==> config.mk <==
export PLATFORM = sky130hd
export DESIGN_NAME = spi_tx_module
export DESIGN_NICKNAME = d
export VERILOG_FILES = /design/src/rtl/spi_tx_module.sv
export SDC_FILE = /design/constraint.sdc
export NUM_CORES = 1
export LEC_CHECK = 0
export ABC_AREA = 1
export CAP_MARGIN = 20
export CORE_AREA = 4 4 67 69
export CTS_BUF_LIST = sky130_fd_sc_hd__clkbuf_2 sky130_fd_sc_hd__clkbuf_4 sky130_fd_sc_hd__clkbuf_8
export CTS_CLUSTER_DIAMETER = 200
export DETAILED_ROUTE_END_ITERATION = 10
export DIE_AREA = 0 0 71 73
export PLACE_DENSITY_LB_ADDON = 0.12
export RECOVER_POWER = 50
export SLEW_MARGIN = 10
export SYNTH_ARGS = -nofsm -noshare
export SYNTH_HDL_FRONTEND = slang
export SYNTH_SLANG_ARGS = --single-unit
==> constraint.sdc <==
create_clock -name spi_clk -period 4.3 [get_ports spi_clk]
set_clock_uncertainty 0.2 [all_clocks]
set_input_delay 1.075 -clock spi_clk [delete_from_list [all_inputs] [get_ports spi_clk]]
set_output_delay 1.075 -clock spi_clk [all_outputs]
set_load 0.02 [all_outputs]
==> src/rtl/spi_tx_module.sv <==
// SPI master transmitter (CPOL=0, MSB first, SCK = spi_clk/2) with a one-entry
// holding register so consecutive bytes stream under a single CS_N assertion.
module spi_tx_module #(
  parameter int DATA_W = 8
) (
  input  logic              spi_clk,
  input  logic              reset,
  input  logic [DATA_W-1:0] tx_data,
  input  logic              write_rq,
  output logic              tx_ready,
  output logic              tx_busy,
  output logic              tx_done,
  output logic              SPI_MOSI,
  output logic              SPI_SCK,
  output logic              SPI_CS_N
);

  localparam int CW = (DATA_W > 1) ? $clog2(DATA_W) : 1;
  localparam logic [CW-1:0] LAST_BIT = CW'(DATA_W - 1);

  typedef enum logic [1:0] {IDLE, SHIFT, HOLD} state_t;

  state_t            state;
  logic [DATA_W-1:0] shreg, shreg_sh, hold_reg;
  logic              hold_full, hold_full_nx;
  logic [CW-1:0]     bit_cnt;
  logic              phase;
  logic              accept, frame_end, load_hold, fill;

  always_comb begin
    accept    = write_rq && tx_ready;
    shreg_sh  = shreg << 1;
    frame_end = (state == SHIFT) && phase && (bit_cnt == LAST_BIT);
    // Held byte moves into the shifter either from IDLE or seamlessly at frame end.
    load_hold = hold_full && ((state == IDLE) || frame_end);
    fill      = accept && (state != IDLE);
    hold_full_nx = hold_full;
    if (load_hold) hold_full_nx = 1'b0;
    if (fill)      hold_full_nx = 1'b1;
  end

  always_ff @(posedge spi_clk) begin
    if (reset) begin
      state     <= IDLE;
      shreg     <= '0;
      hold_reg  <= '0;
      hold_full <= 1'b0;
      bit_cnt   <= '0;
      phase     <= 1'b0;
      tx_ready  <= 1'b1;
      tx_busy   <= 1'b0;
      tx_done   <= 1'b0;
      SPI_MOSI  <= 1'b0;
      SPI_SCK   <= 1'b0;
      SPI_CS_N  <= 1'b1;
    end else begin
      hold_full <= hold_full_nx;
      tx_ready  <= !hold_full_nx;
      tx_done   <= 1'b0;
      if (fill) hold_reg <= tx_data;

      case (state)
        IDLE: begin
          if (hold_full || accept) begin
            state    <= SHIFT;
            shreg    <= hold_full ? hold_reg : tx_data;
            SPI_MOSI <= hold_full ? hold_reg[DATA_W-1] : tx_data[DATA_W-1];
            SPI_CS_N <= 1'b0;
            SPI_SCK  <= 1'b0;
            tx_busy  <= 1'b1;
            bit_cnt  <= '0;
            phase    <= 1'b0;
          end
        end
        SHIFT: begin
          if (!phase) begin
            phase   <= 1'b1;
            SPI_SCK <= 1'b1;
          end else begin
            phase   <= 1'b0;
            SPI_SCK <= 1'b0;
            if (bit_cnt == LAST_BIT) begin
              bit_cnt <= '0;
              if (hold_full) begin
                shreg    <= hold_reg;
                SPI_MOSI <= hold_reg[DATA_W-1];
              end else begin
                state    <= HOLD;
                SPI_MOSI <= 1'b0;
              end
            end else begin
              bit_cnt  <= bit_cnt + 1'b1;
              shreg    <= shreg_sh;
              SPI_MOSI <= shreg_sh[DATA_W-1];
            end
          end
        end
        HOLD: begin
          state    <= IDLE;
          SPI_CS_N <= 1'b1;
          SPI_SCK  <= 1'b0;
          SPI_MOSI <= 1'b0;
          tx_busy  <= 1'b0;
          tx_done  <= 1'b1;
        end
        default: state <= IDLE;
      endcase
    end
  end

endmodule

==> metrics.md, run 1 <==
| Metric | Value |
|---|---|
| Status | completed |
| Met3 GRT Util | 0.0248 |
| Max FFs per register | 8 |
| Worst path max stage delay | 0.54 ns |
| Worst-path cell chain | dlygate4sd3_1 > nand2_1 > nand3_1 > nand2_1 > nor2_1 > nand3_1 > o21ai_0 |
| Synth Instances | 210 |
| Placed Cells | 268 |
| Peak supply drop | 0.193 mV |
| Synth Warn # | 0 |
| Fin. max-slew vios | 0 |
| Clock slew seen by the registers of the worst setup and hold paths | 0.10 ns |
| Std-Cell Rows | 23 |
| Setup slack, reg-to-reg | 2.22 ns |
| TritonCTS buffer count | 3 |
| Hold Path Cell Cnt | 2 |
| Area of the core | 0.00391 mm^2 |
| Clk Latency, worst-skew pair | 0.27 ns |
| Ranking of synthesized cells by area | dfxtp_1, nand2_1, nor2_1 |
| WL final | 3230 um |
| Gr ovfl total | 0 |
| RePlAce Congestion | 0.764 |
| Initial DRC Count | 54 |
| Routed wire per std cell | 11.9 um |
| WP data required | 4.27 ns |
| Layout Nets | 242 |
| Yosys reg bits | 28 |
| IO buf count | 16 |
| Initial core utilization | 0.379 |
| Root cell of the clock tree | clkbuf_8 |
| Residual DRC | 0 |
| Maximum root-to-sink buffer count | 2 |
| RSZ-0062 raised after global routing | no |
| H-Tree Depth | 1 |
| Period utilization | 0.623 |
| Final core occ | 0.434 |
| DIE WIDTH | 71 um |
| FF-to-FF path depth | 7 |
| CTS tree | built |
| Vias/cell | 4.88 |
| GRT Max-Usage Layer | met2 |
| ANT nets after route | 0 |
| Crit Reg-Reg Endpoint | shreg[1] |
| Syn avg cell area | 7.06 um^2 |
| Postcts setup bufs | 0 |
| Top cells by count, synth | nand2_1, dfxtp_1, nor2_1 |
| Final Hold Violating Endpoints | 0 |
| Largest area contributor in the netlist | dfxtp_1 |
| Worst Path Arrival | 2.65 ns |
| Critical Path Sink Type | flip-flop |
| # diodes | 0 |
| Reg2Reg Launch Point | state[1] |
| GRT Util Overall | 0.132 |
| Pwr/cell area | 627 mW/mm^2 |
| Top FF cell, synth | dfxtp_1 |
| Layout cells sized above 1 | 0.0495 |
| Net Count, Synth | 229 |
| Netlist cell types | 20 |
| Critical-path top delay cell | dlygate4sd3_1 |
| Number of global-route vias before repair | 1288 |
| Design area | 0.00170 mm^2 |
| Min Tclk post-route | 2.68 ns |
| Sequential area share after synthesis | 0.378 |
| Worst hold path endpoint | SPI_CS_N |
| Max Fclk | 373 MHz |
| Max_slew headroom | 0.514 |
| Post-CTS Resized | 0 |
| Hold_buf cts | 0 |
| Die H | 73 um |
| I/O pin count | 17 |
| Hold/Removal Path Class | flip-flop to flip-flop |
| Fillers | 434 |
| M2 GR Usage | 0.233 |
| Startpoint Class | input port |
| Setup TNS Final | 0 ns |
| First-pass DRT Iterations | 4 |
| WS Path Type | input port to flip-flop |
| Worst Max-Slew Pin Slew | 0.728 ns |
| Synthesized area | 0.00148 mm^2 |
| Die ar. | 0.00518 mm^2 |
| Number of synthesized flops with an enable pin | 0 |
| Worst-path maximum fanout | 8 |
| First-pass GRT wire length | 5590 um |
| DP Wirelength | 2360 um |
| Vias | 1328 |
| GR met1 Demand/Resource | 0.164 |
| Clk sinks | 28 |
| Yosys top cell area share | 0.378 |
| Area Overhead vs Synth | 14.7% |
| Antenna violations before repair | 0 |
| Placement Cell Area | 0.00166 mm^2 |
| Hold_sp | SPI_CS_N |
| Final cell count without fillers | 272 |
| Final setup vio count | 0 |
| Largest net degree at the start of global routing | 25 |
| Synth async-reset ratio | 0 |
| Cell with the most instances after synthesis | nand2_1 |
| Static leakage | 0.769 nW |
| MaxCap Viol Count | 0 |
## cells in the final DEF, fill, tap and decap left out, drive strengths merged
| cell | synthesis | layout |
|---|---|---|
| inv | 28 | 28 |
| clkbuf | 2 | 4 |
| o21ai | 13 | 13 |
| o21bai | 7 | 7 |
| o21a | 1 | 1 |
| clkdlybuf4s50 | 0 | 14 |
| a21oi | 12 | 12 |
| nand2 | 50 | 50 |
| o211ai | 12 | 12 |
| dlygate4sd3 | 0 | 2 |
| nand4 | 1 | 1 |
| nand3 | 13 | 13 |
| dfxtp | 28 | 28 |
| ha | 8 | 8 |
| nor2 | 29 | 29 |
## area by class of cell
class	instances	area [um^2]	share of cell area
inverters	28	105	0.0618
well taps	50	62.6	0.0368
repair buffers	16	160	0.0942
multi-input cells	146	757	0.445
flip-flops and latches	28	561	0.330
clock buffers	4	55.1	0.0324
## stage by stage
step	hold slack (ns)	setup slack (ns)	total power [mW]
after CTS	0.275	1.78	1.10
after detailed placement	0.258	1.61	0.930
after global routing	0.290	1.47	1.17
after global placement	0.247	1.65	0.926
after floorplan	0.253	2.32	0.791
final	0.269	1.62	1.07
## metal layers
metal / routed length, um / vias up
met5: 0 / -
met3: 100 / 2
met1: 1540 / 609
met2: 1570 / 15
li1: - / 702
met4: 22 / 0
## worst max-delay path: cells and delay by family
family,cells,cell delay (ns)
AO/OA/AOI/OAI,1,0.08
AND/OR/NAND/NOR,5,0.95
buffers and inverters,1,0.54
## power by group
group	internal (mW)	switching, mW
logic	0.193	0.307
clock network	0.0820	0.0832
registers	0.344	0.0564
total	0.619	0.446
## cells by family after synthesis
| kind of cell | Yosys count | synth area share |
|---|---|---|
| compound gates | 45 | 0.186 |
| fa+ha+maj | 8 | 0.0675 |
| buf+inv | 36 | 0.0996 |
| flops | 28 | 0.378 |
| simple gates | 93 | 0.269 |
## how the worst max path moves through the flow
| stage | from | endpoint | cells past startpoint |
|---|---|---|---|
| 4_1_cts | SPI_SCK | SPI_SCK | 1 |
| 3_5_place_dp | write_rq | hold_reg[0] | 5 |
| 2_1_floorplan | write_rq | hold_reg[6] | 5 |
| 5_1_grt | write_rq | bit_cnt[0] | 7 |
| 3_3_place_gp | write_rq | hold_reg[4] | 5 |
| 6_report | write_rq | bit_cnt[0] | 7 |
Power figures use the tool's default switching activity.
==> run 2, diff against run 1 <==
==> constraint.sdc (replaced) <==
create_clock -name spi_clk -period 2.2 [get_ports spi_clk]
set_clock_uncertainty 0.2 [all_clocks]
set_input_delay 0.55 -clock spi_clk [delete_from_list [all_inputs] [get_ports spi_clk]]
set_output_delay 0.55 -clock spi_clk [all_outputs]
set_load 0.02 [all_outputs]
==> run 2 against run 1 <==
Non-clock buffer count is 6 higher. Die area stayed put. Final area is 5.1% higher. Via count is 2.1% lower. Critical path depth stayed put. Flip-flop and latch count stayed put. Worst setup slack worse by 1.4 ns. Power is 110% higher. Register-to-register slack worse by 2.0 ns. Wire length is 1.3% lower. First-iteration DRC count is 1.9% higher. Global-route usage is 0.18 points lower. Critical endpoint unchanged. Largest cell class unchanged. Highest routed layer unchanged.
==> metrics.md, run 2 (synthesis results as in run 1) <==
| Metric | Value |
|---|---|
| Worst path max stage delay | 0.53 ns (about the same) |
| Max Fclk | 501 MHz |
| First-pass GRT wire length | 5430 um (-2.8%) |
| Hold_buf cts | 0 (unchanged) |
| DP Wirelength | 2320 um (-1.3%) |
| Area Overhead vs Synth | 20.5% |
| Number of global-route vias before repair | 1184 (-8.1%) |
| Worst Max-Slew Pin Slew | 0.623 ns (-0.104 ns) |
| Startpoint Class | input port |
| Layout cells sized above 1 | 0.0789 (+0.0294) |
| RePlAce Congestion | 0.735 (-3.8%) |
| Die ar. | 0.00518 mm^2 (unchanged) |
| Antenna violations before repair | 0 (unchanged) |
| Area of the core | 0.00391 mm^2 (unchanged) |
| Gr ovfl total | 0 (unchanged) |
| Maximum root-to-sink buffer count | 2 (unchanged) |
| Setup slack, reg-to-reg | 0.21 ns (-2.01 ns) |
| Critical Path Sink Type | flip-flop |
| Post-CTS Resized | 0 (unchanged) |
| CTS tree | built |
| Max_slew headroom | 0.584 (+0.0700) |
| Std-Cell Rows | 23 (unchanged) |
| Die H | 73 um (unchanged) |
| Most common cell after layout, fill and taps aside | nand2_1 |
| First-pass DRT Iterations | 4 (unchanged) |
| Residual DRC | 0 (unchanged) |
| Most frequent cells in the layout | nand2_1, nor2_1, dfxtp_1, inv_1, clkdlybuf4s50_1 |
| # diodes | 0 (unchanged) |
| Placement Cell Area | 0.00173 mm^2 (+4.2%) |
| Setup TNS Final | 0 ns (unchanged) |
| Root cell of the clock tree | clkbuf_8 |
| Clock slew seen by the registers of the worst setup and hold paths | 0.10 ns (about the same) |
| RSZ-0062 raised after global routing | no |
| I/O pin count | 17 (unchanged) |
| Crit path buf inv count | 1 (unchanged) |
| Status | completed |
| Fin. max-slew vios | 0 (unchanged) |
| CP delay by family, top | simple AND/OR/NAND/NOR gates |
| Period utilization | 0.908 |
| GRT Util Overall | 0.130 (-0.00177) |
| IO buf count | 16 (unchanged) |
| DIE WIDTH | 71 um (unchanged) |
| Most common cell on crit path | nand3_1 |
| WP data required | 2.17 ns (-2.10 ns) |
| Worst-path maximum fanout | 8 (unchanged) |
| Worst-path cell chain | dlygate4sd3_1 > nand2_1 > nand3_1 > nand2_2 > nor2_1 > nand3_1 > o21ai_0 |
| MaxCap Viol Count | 0 (unchanged) |
| Worst setup margin | 0.203 ns (-1.42 ns) |
| Pwr/cell area | 1250 mW/mm^2 (+99%) |
| Hold/Removal Path Class | flip-flop to flip-flop |
| Vias/cell | 4.68 (-4.2%) |
| Initial core utilization | 0.379 (unchanged) |
| ANT nets after route | 0 (unchanged) |
| Routed wire per std cell | 11.4 um (-3.5%) |
| Postcts setup bufs | 0 (unchanged) |
| Static leakage | 0.812 nW (+5.7%) |
| Final Hold Violating Endpoints | 0 (unchanged) |
| Peak supply drop | 0.471 mV (+140%) |
| Placed Cells | 274 (+2.2%) |
| Clk sinks | 28 (unchanged) |
| WS Path Type | input port to flip-flop |
| Fillers | 428 (-1.4%) |
| Initial DRC Count | 55 (+1.9%) |
| TritonCTS buffer count | 3 (unchanged) |
| Layout Nets | 248 (+2.5%) |
| Final cell count without fillers | 278 (+2.2%) |
| Critical-path top delay cell | dlygate4sd3_1 |
| Min Tclk post-route | 2.00 ns |
| Placement Setup Slack | 0.177 ns (-1.43 ns) |
| Design Power | 2.23 mW (+110%) |
| Clk Latency, worst-skew pair | 0.28 ns (about the same) |
| Worst Path Arrival | 1.97 ns (-0.68 ns) |
| Largest net degree at the start of global routing | 20 (-20%) |
| Design area | 0.00179 mm^2 (+5.1%) |
| H-Tree Depth | 1 (unchanged) |
| Max FFs per register | 8 (unchanged) |
| WL final | 3180 um (-1.3%) |
| Final setup vio count | 0 (unchanged) |
| Vias | 1300 (-2.1%) |
==> run 2: cell types whose count changed in the layout (fill, tap and decap cells not counted), sizes merged <==
cell	previous run	this run
buf	0	6
bufinv	0	1
clkbuf	4	3
==> run 2: final timing paths <==
| path | end | startpoint | depth (start not counted) |
|---|---|---|---|
| max | bit_cnt[0] | write_rq | 7 |
| min | tx_busy | tx_busy | 1 |
| max reg2reg | shreg[5] | bit_cnt[1] | 7 |
| min reg2reg | tx_busy | tx_busy | 1 |
==> run 2: layer usage <==
layer / global-route usage / part of all wire
met2: 0.219 / 0.47
met5: 0 / 0
met3: 0.0165 / 0.024
met4: 0.0438 / 0.0085
met1: 0.172 / 0.49
==> run 2: area by class of cell <==
class	instances	area, um^2	area share
repair buffers	22	230	0.129
well taps	50	62.6	0.0350
inverters	28	105	0.0588
clock buffers	3	41.3	0.0231
flip-flops and latches	28	561	0.314
multi-input cells	146	757	0.424
clock inverters	1	30.0	0.0168
==> run 2: worst register-to-register path, cell delays in order (launching register included) <==
cell	delay, ns
dfxtp_1	0.35
ha_1	0.19
ha_1	0.56
nand3_1	0.23
nand2_2	0.17
o21bai_1	0.09
nand2_1	0.06
nor2_1	0.03
==> run 2: through the flow <==
step / hold WS (ns) / util
global route: 0.305 / 0.457
CTS: 0.287 / 0.461
global placement: 0.246 / 0.443
finish: 0.281 / 0.457
floorplan: 0.253 / -
detailed placement: 0.261 / 0.443
==> run 2: report_power, final <==
group	switching (mW)	leakage (nW)	internal (mW)	total [mW]
sequential	0.0858	0.231	0.673	0.759
combinational	0.633	0.546	0.428	1.06
clock	0.167	0.0357	0.244	0.411
==> run 3, diff against run 2 <==
--- a/config.mk
+++ b/config.mk
@@ -5,13 +5,12 @@
 export SDC_FILE = /design/constraint.sdc
 export NUM_CORES = 1
 export LEC_CHECK = 0
-export ABC_AREA = 1
 export CAP_MARGIN = 20
-export CORE_AREA = 4 4 67 69
+export CORE_AREA = 3 3 64 66
 export CTS_BUF_LIST = sky130_fd_sc_hd__clkbuf_2 sky130_fd_sc_hd__clkbuf_4 sky130_fd_sc_hd__clkbuf_8
 export CTS_CLUSTER_DIAMETER = 200
 export DETAILED_ROUTE_END_ITERATION = 10
-export DIE_AREA = 0 0 71 73
+export DIE_AREA = 0 0 67 69
 export PLACE_DENSITY_LB_ADDON = 0.12
 export RECOVER_POWER = 50
 export SLEW_MARGIN = 10
==> run 3 against run 2 <==
Global-route usage up 1.4 points. Largest power group unchanged. Critical path depth down 3. Power down 19%. Via count down 15%. Die area down 11%.
==> metrics.md, run 3 <==
| Metric | Value |
|---|---|
| Status | completed |
| Syn avg cell area | 9.48 um^2 (+34%) |
| Area of the core | 0.00363 mm^2 (-7.2%) |
| Die ar. | 0.00462 mm^2 (-11%) |
| Peak supply drop | 0.425 mV (-9.8%) |
| Yosys top cell area share | 0.405 (+0.0270) |
| WS Path Type | input port to flip-flop |
| Fin. max-slew vios | 0 (unchanged) |
| Postcts setup bufs | 0 (unchanged) |
| Gr ovfl total | 0 (unchanged) |
| Most common cell after layout, fill and taps aside | dfxtp_1 |
| Most frequent cells in the layout | dfxtp_1, nor2_1, mux2i_1, a21oi_1, clkdlybuf4s50_1 |
| First-pass GRT wire length | 5260 um (-3.2%) |
| Period utilization | 0.942 (+0.0341) |
| TritonCTS buffer count | 3 (unchanged) |
| GRT Util Overall | 0.145 (+0.0143) |
| Setup TNS Final | 0 ns (unchanged) |
| H-Tree Depth | 1 (unchanged) |
| MaxCap Viol Count | 0 (unchanged) |
| Root cell of the clock tree | clkbuf_8 |
| Clk Latency, worst-skew pair | 0.27 ns (about the same) |
| Top FF cell, synth | dfxtp_1 |
| Placement Setup Slack | 0.0158 ns (-0.161 ns) |
| Cell with the most instances after synthesis | dfxtp_1 |
| WL final | 2910 um (-8.7%) |
| Antenna violations before repair | 0 (unchanged) |
| Post-CTS Resized | 0 (unchanged) |
| Pwr/cell area | 1070 mW/mm^2 (-14%) |
| Startpoint Class | input port |
| Hold_sp | shreg[6] |
| Residual DRC | 0 (unchanged) |
| Critical Path Sink Type | flip-flop |
| Beginning of the critical path | write_rq |
| Vias/cell | 5.13 (+9.8%) |
| Routed wire per std cell | 13.5 um (+18%) |
| Max_slew headroom | 0.557 (-0.0278) |
| Final core occ | 0.463 (+0.00663) |
| Synth async-reset ratio | 0 (unchanged) |
| Worst hold path endpoint | shreg[6] |
| Crit path buf inv count | 1 (unchanged) |
| Layout cells sized above 1 | 0.0958 (+0.0169) |
| DIE WIDTH | 67 um (-5.6%) |
| Synthesized area | 0.00138 mm^2 (-6.7%) |
| Ranking of synthesized cells by area | dfxtp_1, mux2i_1, ha_1 |
| Sw Share | 0.350 (-0.0475) |
| Reg2Reg Launch Point | state[1] |
| Internal power | 1.17 mW (-13%) |
| I/O pin count | 17 (unchanged) |
| Clock power share | 0.176 (-0.008) |
| Crit Reg-Reg Endpoint | hold_reg[3] |
| Vias | 1104 (-15%) |
| Maximum root-to-sink buffer count | 2 (unchanged) |
| Hold_buf cts | 0 (unchanged) |
| First-pass DRT Iterations | 4 (unchanged) |
| Synth Warn # | 0 (unchanged) |
| Worst-path maximum fanout | 5 (-3) |
| RSZ-0062 raised after global routing | no |
| CTS tree | built |
| Hold/Removal Path Class | flip-flop to flip-flop |
| Largest area contributor in the netlist | dfxtp_1 |
| WP data required | 2.17 ns (about the same) |
| Number of global-route vias before repair | 1128 (-4.7%) |
| IO buf count | 16 (unchanged) |
| Static leakage | 0.706 nW (-13%) |
| Setup slack, reg-to-reg | 0.16 ns (-0.05 ns) |
| Critical-path top delay cell | a21oi_1 |
| Initial core utilization | 0.381 (+0.00202) |
| Seq pwr share | 0.383 (+0.043) |
| Synth Instances | 146 (-30%) |
| ANT nets after route | 0 (unchanged) |
| Net Count, Synth | 165 (-28%) |
| DP Wirelength | 2100 um (-9.5%) |
| Area Overhead vs Synth | 21.6% |
| Worst Path Arrival | 2.04 ns (+0.07 ns) |
| Yosys reg bits | 28 (unchanged) |
| Comb pwr share | 0.440 (-0.035) |
| Final setup vio count | 0 (unchanged) |
| Largest net degree at the start of global routing | 16 (-20%) |
| Netlist cell types | 30 (+50%) |
| Initial DRC Count | 26 (-53%) |
| Worst setup margin | 0.128 ns (-0.0751 ns) |
| Worst-path cell chain | clkdlybuf4s50_1 > a21oi_1 > nand2_1 > a221o_1 |
| Layout Nets | 187 (-25%) |
| Max Fclk | 483 MHz (-3.6%) |
| Clock slew seen by the registers of the worst setup and hold paths | 0.09 ns (about the same) |
| Min Tclk post-route | 2.07 ns (+0.0751 ns) |
| FF-to-FF path depth | 7 (unchanged) |
| RePlAce Congestion | 0.828 (+13%) |
| Hold Path Cell Cnt | 2 (+1) |
| Top cells by count, synth | dfxtp_1, nor2_1, mux2i_1 |
| Std-Cell Rows | 22 (-4.3%) |
| Number of synthesized flops with an enable pin | 0 (unchanged) |
| Switching power | 630 uW (-29%) |
| Worst Max-Slew Pin Slew | 0.665 ns (+0.0416 ns) |
| CP delay by family, top | compound AO/OA/AOI/OAI gates |
| Final Hold Violating Endpoints | 0 (unchanged) |
| Max FFs per register | 8 (unchanged) |
| Worst path max stage delay | 0.47 ns (-0.06 ns) |
| Sequential area share after synthesis | 0.405 (+0.0270) |
| Clk sinks | 28 (unchanged) |
| Die H | 69 um (-5.5%) |
| # diodes | 0 (unchanged) |
[run 3: cell count changes in the layout (fill, tap and decap cells not counted), sizes merged, moves of 9 or more]
cell   delta
mux2i    +16
nor2      -9
nand2    -48
o21ai    -11
nand3    -11
inv      -23
[run 3: worst max-delay path by stage]
stage | end | slack [ns] | cells past startpoint
floorplan | shreg[0] | 0.38 | 8
global placement | SPI_MOSI | 0.06 | 6
detailed placement | SPI_MOSI | 0.02 | 6
CTS | tx_ready | 0.14 | 1
global route | hold_reg[3] | 0.03 | 7
finish | SPI_CS_N | 0.13 | 4
[run 3: stage by stage]
stage / cell area [um^2] / power (mW) / cells / hold WS (ns)
5_1_grt: 1680 / 1.95 / 215 / 0.314
6_report: 1680 / 1.80 / 215 / 0.277
3_3_place_gp: 1660 / 1.52 / 211 / 0.260
4_1_cts: 1710 / 1.85 / 215 / 0.281
2_1_floorplan: 1380 / 1.27 / 146 / 0.250
3_5_place_dp: 1660 / 1.53 / 211 / 0.265
[run 3: layout make-up]
| class | count | area, um^2 |
|---|---|---|
| clock buffer | 4 | 55.1 |
| fill | 381 | 1950 |
| inverter | 5 | 18.8 |
| multi-input combinational | 103 | 746 |
| sequential | 28 | 561 |
| tap | 48 | 60.1 |
| timing repair buffer | 27 | 243 |
[run 3: power groups by stage]
stage	logic [mW]	registers, mW	clock network (mW)
4_1_cts	0.828	0.693	0.332
6_report	0.793	0.691	0.318
3_5_place_dp	0.822	0.703	0
5_1_grt	0.882	0.708	0.355
3_3_place_gp	0.817	0.701	0
2_1_floorplan	0.557	0.718	0
[run 3: kinds of logic after synthesis]
| family | after synthesis | synth area share |
|---|---|---|
| buffers and inverters | 15 | 0.0533 |
| muxes | 17 | 0.124 |
| DFF | 28 | 0.405 |
| and+or+nand+nor | 40 | 0.141 |
| AOI/OAI and AO/OA | 38 | 0.204 |
| adders and majority gates | 8 | 0.0723 |
[run 3: worst register-to-register path, cell delays in order (launching register included)]
cell and delay (ns):
dfxtp_1 0.35, inv_1 0.12, ha_1 0.27, clkbuf_2 0.26, nand3b_1 0.15, clkbuf_2 0.28
mux2i_1 0.23, nor2_1 0.05
[run 3: layer usage]
layer / share of wire / vias up / global-route usage
met4: 0.015 / 0 / 0.0563
met5: 0 / - / 0
li1: - / 563 / -
met2: 0.48 / 17 / 0.225
met1: 0.47 / 520 / 0.195
met3: 0.031 / 4 / 0.0261
==> patch 1, RTL diff (settings of run 2) <==
The 3 states of `state_t` get a one-hot encoding in 3 bits.
--- a/src/rtl/spi_tx_module.sv
+++ b/src/rtl/spi_tx_module.sv
@@ -18,7 +18,7 @@
   localparam int CW = (DATA_W > 1) ? $clog2(DATA_W) : 1;
   localparam logic [CW-1:0] LAST_BIT = CW'(DATA_W - 1);
 
-  typedef enum logic [1:0] {IDLE, SHIFT, HOLD} state_t;
+  typedef enum logic [2:0] {IDLE = 3'b001, SHIFT = 3'b010, HOLD = 3'b100} state_t;
 
   state_t            state;
   logic [DATA_W-1:0] shreg, shreg_sh, hold_reg;
Function: no difference found for any inputs over 10 cycles, from zero or initial values and one cycle with reset high; not proved beyond that.
==> patch 1 against run 2 <==
Synthesized area increased by 2.5%; count of clock-buffer cells in the layout is 4 higher; global-route usage increased by 2.4 points; routed wire length up 12%; register-to-register slack improved by 0.16 ns; combinational power is 30% lower; sequential share of layout area is 0.65 points higher; total power is 13% lower; sequential cell count up 1; clock power up 11%; largest power group is now registers; setup slack better by 0.010 ns; cell area rose by 1.5%; highest routed layer unchanged; die area is the same.
==> patch 1: results (changes against run 2) <==
| Metric | Value |
|---|---|
| Status | finished, final reports clean |
| Post-place instance area | 1740 um2 (+0.65%) |
| Post-Syn Nets | 247 (+7.9%) |
| GRT Overall Usage | 15.4% (+2.4 points) |
| Max reg flops | 8 (unchanged) |
| Ranking of synthesized cells by area | dfxtp_1, nand2_1, nor2_1 |
| H-tree depth | 2 (+1) |
| Post-DP HPWL | 2570 um (+11%) |
| XOR/XNOR share of the synthesized area | 0% (unchanged) |
| Global-route wire length before repair | 6230 um (+15%) |
| Mean Syn Cell Area | 6.50 um2 (-8.0%) |
| Crit-path max cell delay | 0.53 ns (about the same) |
| Number of warnings issued by yosys | 0 (unchanged) |
| DR vias | 1450 (+12%) |
| Final-layout fill cell count | 423 (-1.2%) |
| Number of distinct library cells after synthesis | 23 (+15%) |
| Maximum VDD drop | 0.384 mV (-18%) |
| Drt first-iter violations | 103 (+87%) |
| Worst Hold Class | reg2reg |
| Worst Path Max Fanout | 9 (+1) |
| Drt first pass iters | 4 (unchanged) |
| PortBufs | 16 (unchanged) |
| Vias in the first global route | 1301 (+9.9%) |
| Max Root-Sink Buffers | 2 (unchanged) |
| Post-cts sizing count | 0 (unchanged) |
| Sequential area share after synthesis | 38.2% (+0.38 points) |
| Synth top cells by count | nand2_1, nor2_1, dfxtp_1 |
| Worst Tran Pin Value | 0.328 ns (-0.295 ns) |
| Pwr dens | 1070 nW/um2 (-14%) |
| Crit path max-delay family | buffers and inverters |
| ANT cells | 0 (unchanged) |
| Root Driver | clkbuf_8 |
| Wire per inst | 11.7 um (+1.8%) |
| Ys async rst share | 0% (unchanged) |
| Fraction of layout cells with a size suffix above 1 | 10.2% (+2.3 points) |
| Slowest cell on the critical path | dlygate4sd3_1 |
| Vias per cell | 4.74 (+1.3%) |
| Cell count after placement | 299 (+9.1%) |
| Critical Path AT | 1.95 ns (-0.02 ns) |
| Worst-path clk slew | 0.06 ns (-0.04 ns) |
| Main flop type after synthesis | dfxtp_1 |
| Nets | 269 (+8.5%) |
| Initial antenna violation count | 0 (unchanged) |
| Compound-Gate Fraction of Synth Area | 8.07% (-10 points) |
| Worst-Skew Late Latency | 0.28 ns (about the same) |
| Post-synthesis mux area share | 0% (unchanged) |
| Placer Congestion | 0.765 (+4.1%) |
| Largest net degree at the start of global routing | 23 (+15%) |
| Lkg Pwr | 0.886 nW (+9.1%) |
| Post-CTS Setup Repair Bufs | 0 (unchanged) |
| Post-synthesis adder-cell area fraction | 1.65% (-5.1 points) |
| CTS Buf Count | 5 (+2) |
patch 1: report_power, final:
group / internal [W] / total [W] / switching (W)
Clock: 0.000260 / 0.000456 / 0.000196
Combinational: 0.000283 / 0.000741 / 0.000458
Sequential: 0.000662 / 0.000749 / 0.0000877
patch 1: final timing paths:
check                           startpoint          end  slack [ns]  depth (start not counted)
worst max-delay path              write_rq  hold_reg[7]        0.21                          7
worst min-delay path              SPI_CS_N     SPI_CS_N        0.26                          2
worst max register to register  bit_cnt[0]     shreg[0]        0.37                          8
worst min register to register    SPI_CS_N     SPI_CS_N        0.26                          2
patch 1: layout make-up:
| cell class | instances | share of cell area, % |
|---|---|---|
| multi-input cells | 178 | 44.5 |
| flip-flops and latches | 29 | 32.0 |
| repair buffers | 21 | 10.7 |
| inverters | 21 | 4.35 |
| well taps | 50 | 3.45 |
| clock buffers | 7 | 4.97 |
patch 1: cell families (layout without fill, tap and decap cells):
kind of cell               after synthesis  after routing
AOI/OAI and AO/OA                       22             22
adders and majority gates                2              2
buffers and inverters                   27             49
DFF                                     29             29
and+or+nand+nor                        154            154
patch 1: worst reg2reg max path: stages, from the launching register on:
cell,delay [ns]
dfxtp_1,0.33
ha_1,0.20
ha_1,0.21
inv_2,0.13
nor2_1,0.10
o21ai_2,0.32
nand3_1,0.12
nand2_1,0.08
nor2_1,0.04
patch 1: per-layer routing:
layer	GRT usage, %	part of all wire, %
met2	26.0	50
met4	6.26	1.7
met3	3.44	2.8
met1	19.1	46
met5	0	0
patch 1: through the flow:
stage / total power, W / hold WS, ns / util (%) / setup WS, ns
finish: 0.00195 / 0.261 / 46.3 / 0.213
global placement: 0.00153 / 0.247 / 44.6 / 0.158
detailed placement: 0.00153 / 0.252 / 44.6 / 0.152
global route: 0.00210 / 0.301 / 46.3 / 0.125
CTS: 0.00199 / 0.266 / 46.9 / 0.213
floorplan: 0.00133 / 0.241 / - / 0.572
==> patch 2, RTL diff (settings of run 2) <==
Made on the original files. Set the parameter `DATA_W` to 16 (it was 8).
--- a/src/rtl/spi_tx_module.sv
+++ b/src/rtl/spi_tx_module.sv
@@ -1,7 +1,7 @@
 // SPI master transmitter (CPOL=0, MSB first, SCK = spi_clk/2) with a one-entry
 // holding register so consecutive bytes stream under a single CS_N assertion.
 module spi_tx_module #(
-  parameter int DATA_W = 8
+  parameter int DATA_W = 16
 ) (
   input  logic              spi_clk,
   input  logic              reset,
Ports: changed (resized tx_data); port bits go from 17 to 25. No check against the original RTL was run, so the function may have changed too.
==> patch 2 against run 2 <==
Total power increased by 54%; sequential share of layout area increased by 0.89 points; final cell count is 61% higher; cell area grew 56%; synthesized cell count increased by 80%; routed wire length increased by 73%; synthesized area grew 62%; sequential cell count is 17 higher; clock power grew 28%; setup slack better by 0.010 ns; critical path type is now reg2out; largest power group unchanged; highest routed layer unchanged.
==> patch 2: results (changes against run 2) <==
| Metric | Value |
|---|---|
| Total Wirelength | 5510 um (+73%) |
| Met3 Use GR | 4.55% (+2.9 points) |
| Status | finished, final reports clean |
| Post-place instance area | 2720 um2 (+57%) |
| Hold-critical path depth | 2 (+1) |
| Slowest cell on the critical path | clkdlybuf4s50_1 |
| R2R Path End | shreg[6] |
| R2r setup slk | 0.25 ns (+0.04 ns) |
| Synth top cells by count | nand2_1, nor2_1, dfxtp_1, inv_1, o21ai_0 |
| Largest net degree at the start of global routing | 31 (+55%) |
| Wire per inst | 12.3 um (+7.4%) |
| Vias per cell | 5.19 (+11%) |
| Fraction of layout cells with a size suffix above 1 | 6.28% (-1.6 points) |
| WL met3 | 239 um (+210%) |
| CTS Buf Count | 5 (+2) |
| GRT Overall Usage | 22.9% (+9.8 points) |
| Hold WS | 0.265 ns (-0.0155 ns) |
| Slew headroom | 68.1% (+9.7 points) |
| Crit-path max cell delay | 0.61 ns (+0.08 ns) |
| Vias in the first global route | 2202 (+86%) |
| Drt first-iter violations | 209 (+280%) |
| Post-DP HPWL | 3740 um (+61%) |
| Maximum VDD drop | 0.921 mV (+95%) |
| Global-route wire length before repair | 9600 um (+77%) |
| Worst setup path endpoint | tx_busy |
| Power share of the clock group | 15.3% (-3.1 points) |
| Sequential power | 0.00118 W (+55%) |
| Gate count of the mapped netlist | 377 (+80%) |
| Switching share of power | 41.9% (+2.2 points) |
| Post-Syn Nets | 402 (+76%) |
## patch 2: cell types whose count changed in the layout (fill, tap and decap cells not counted), sizes merged, moves of 9 or more
cell / run 2 / this run
a21oi: 12 / 37
clkdlybuf4s50: 14 / 23
o21ai: 13 / 38
o211ai: 12 / 2
nand3: 13 / 25
dfxtp: 28 / 45
nand2: 50 / 87
inv: 28 / 45
nand4: 1 / 14
nor2: 29 / 50
## patch 2: area by class of cell
class / count / area [um2]
clock buffer: 8 / 91.3
fill: 348 / 1120
inverter: 46 / 173
multi-input combinational: 261 / 1210
sequential: 45 / 901
tap: 50 / 62.6
timing repair buffer: 38 / 353
## patch 2: worst register-to-register path: cells and delay by family, from the launching register on
kind	cells	cell delay, ns
fa+ha+maj	1	0.28
buf+inv	2	0.29
flops	1	0.42
simple gates	4	0.66
## patch 2: cells by family after synthesis
logic type | synth area share, %
buf+inv | 12.1
compound gates | 16.2
flops | 37.4
simple gates | 31.2
fa+ha+maj | 3.12
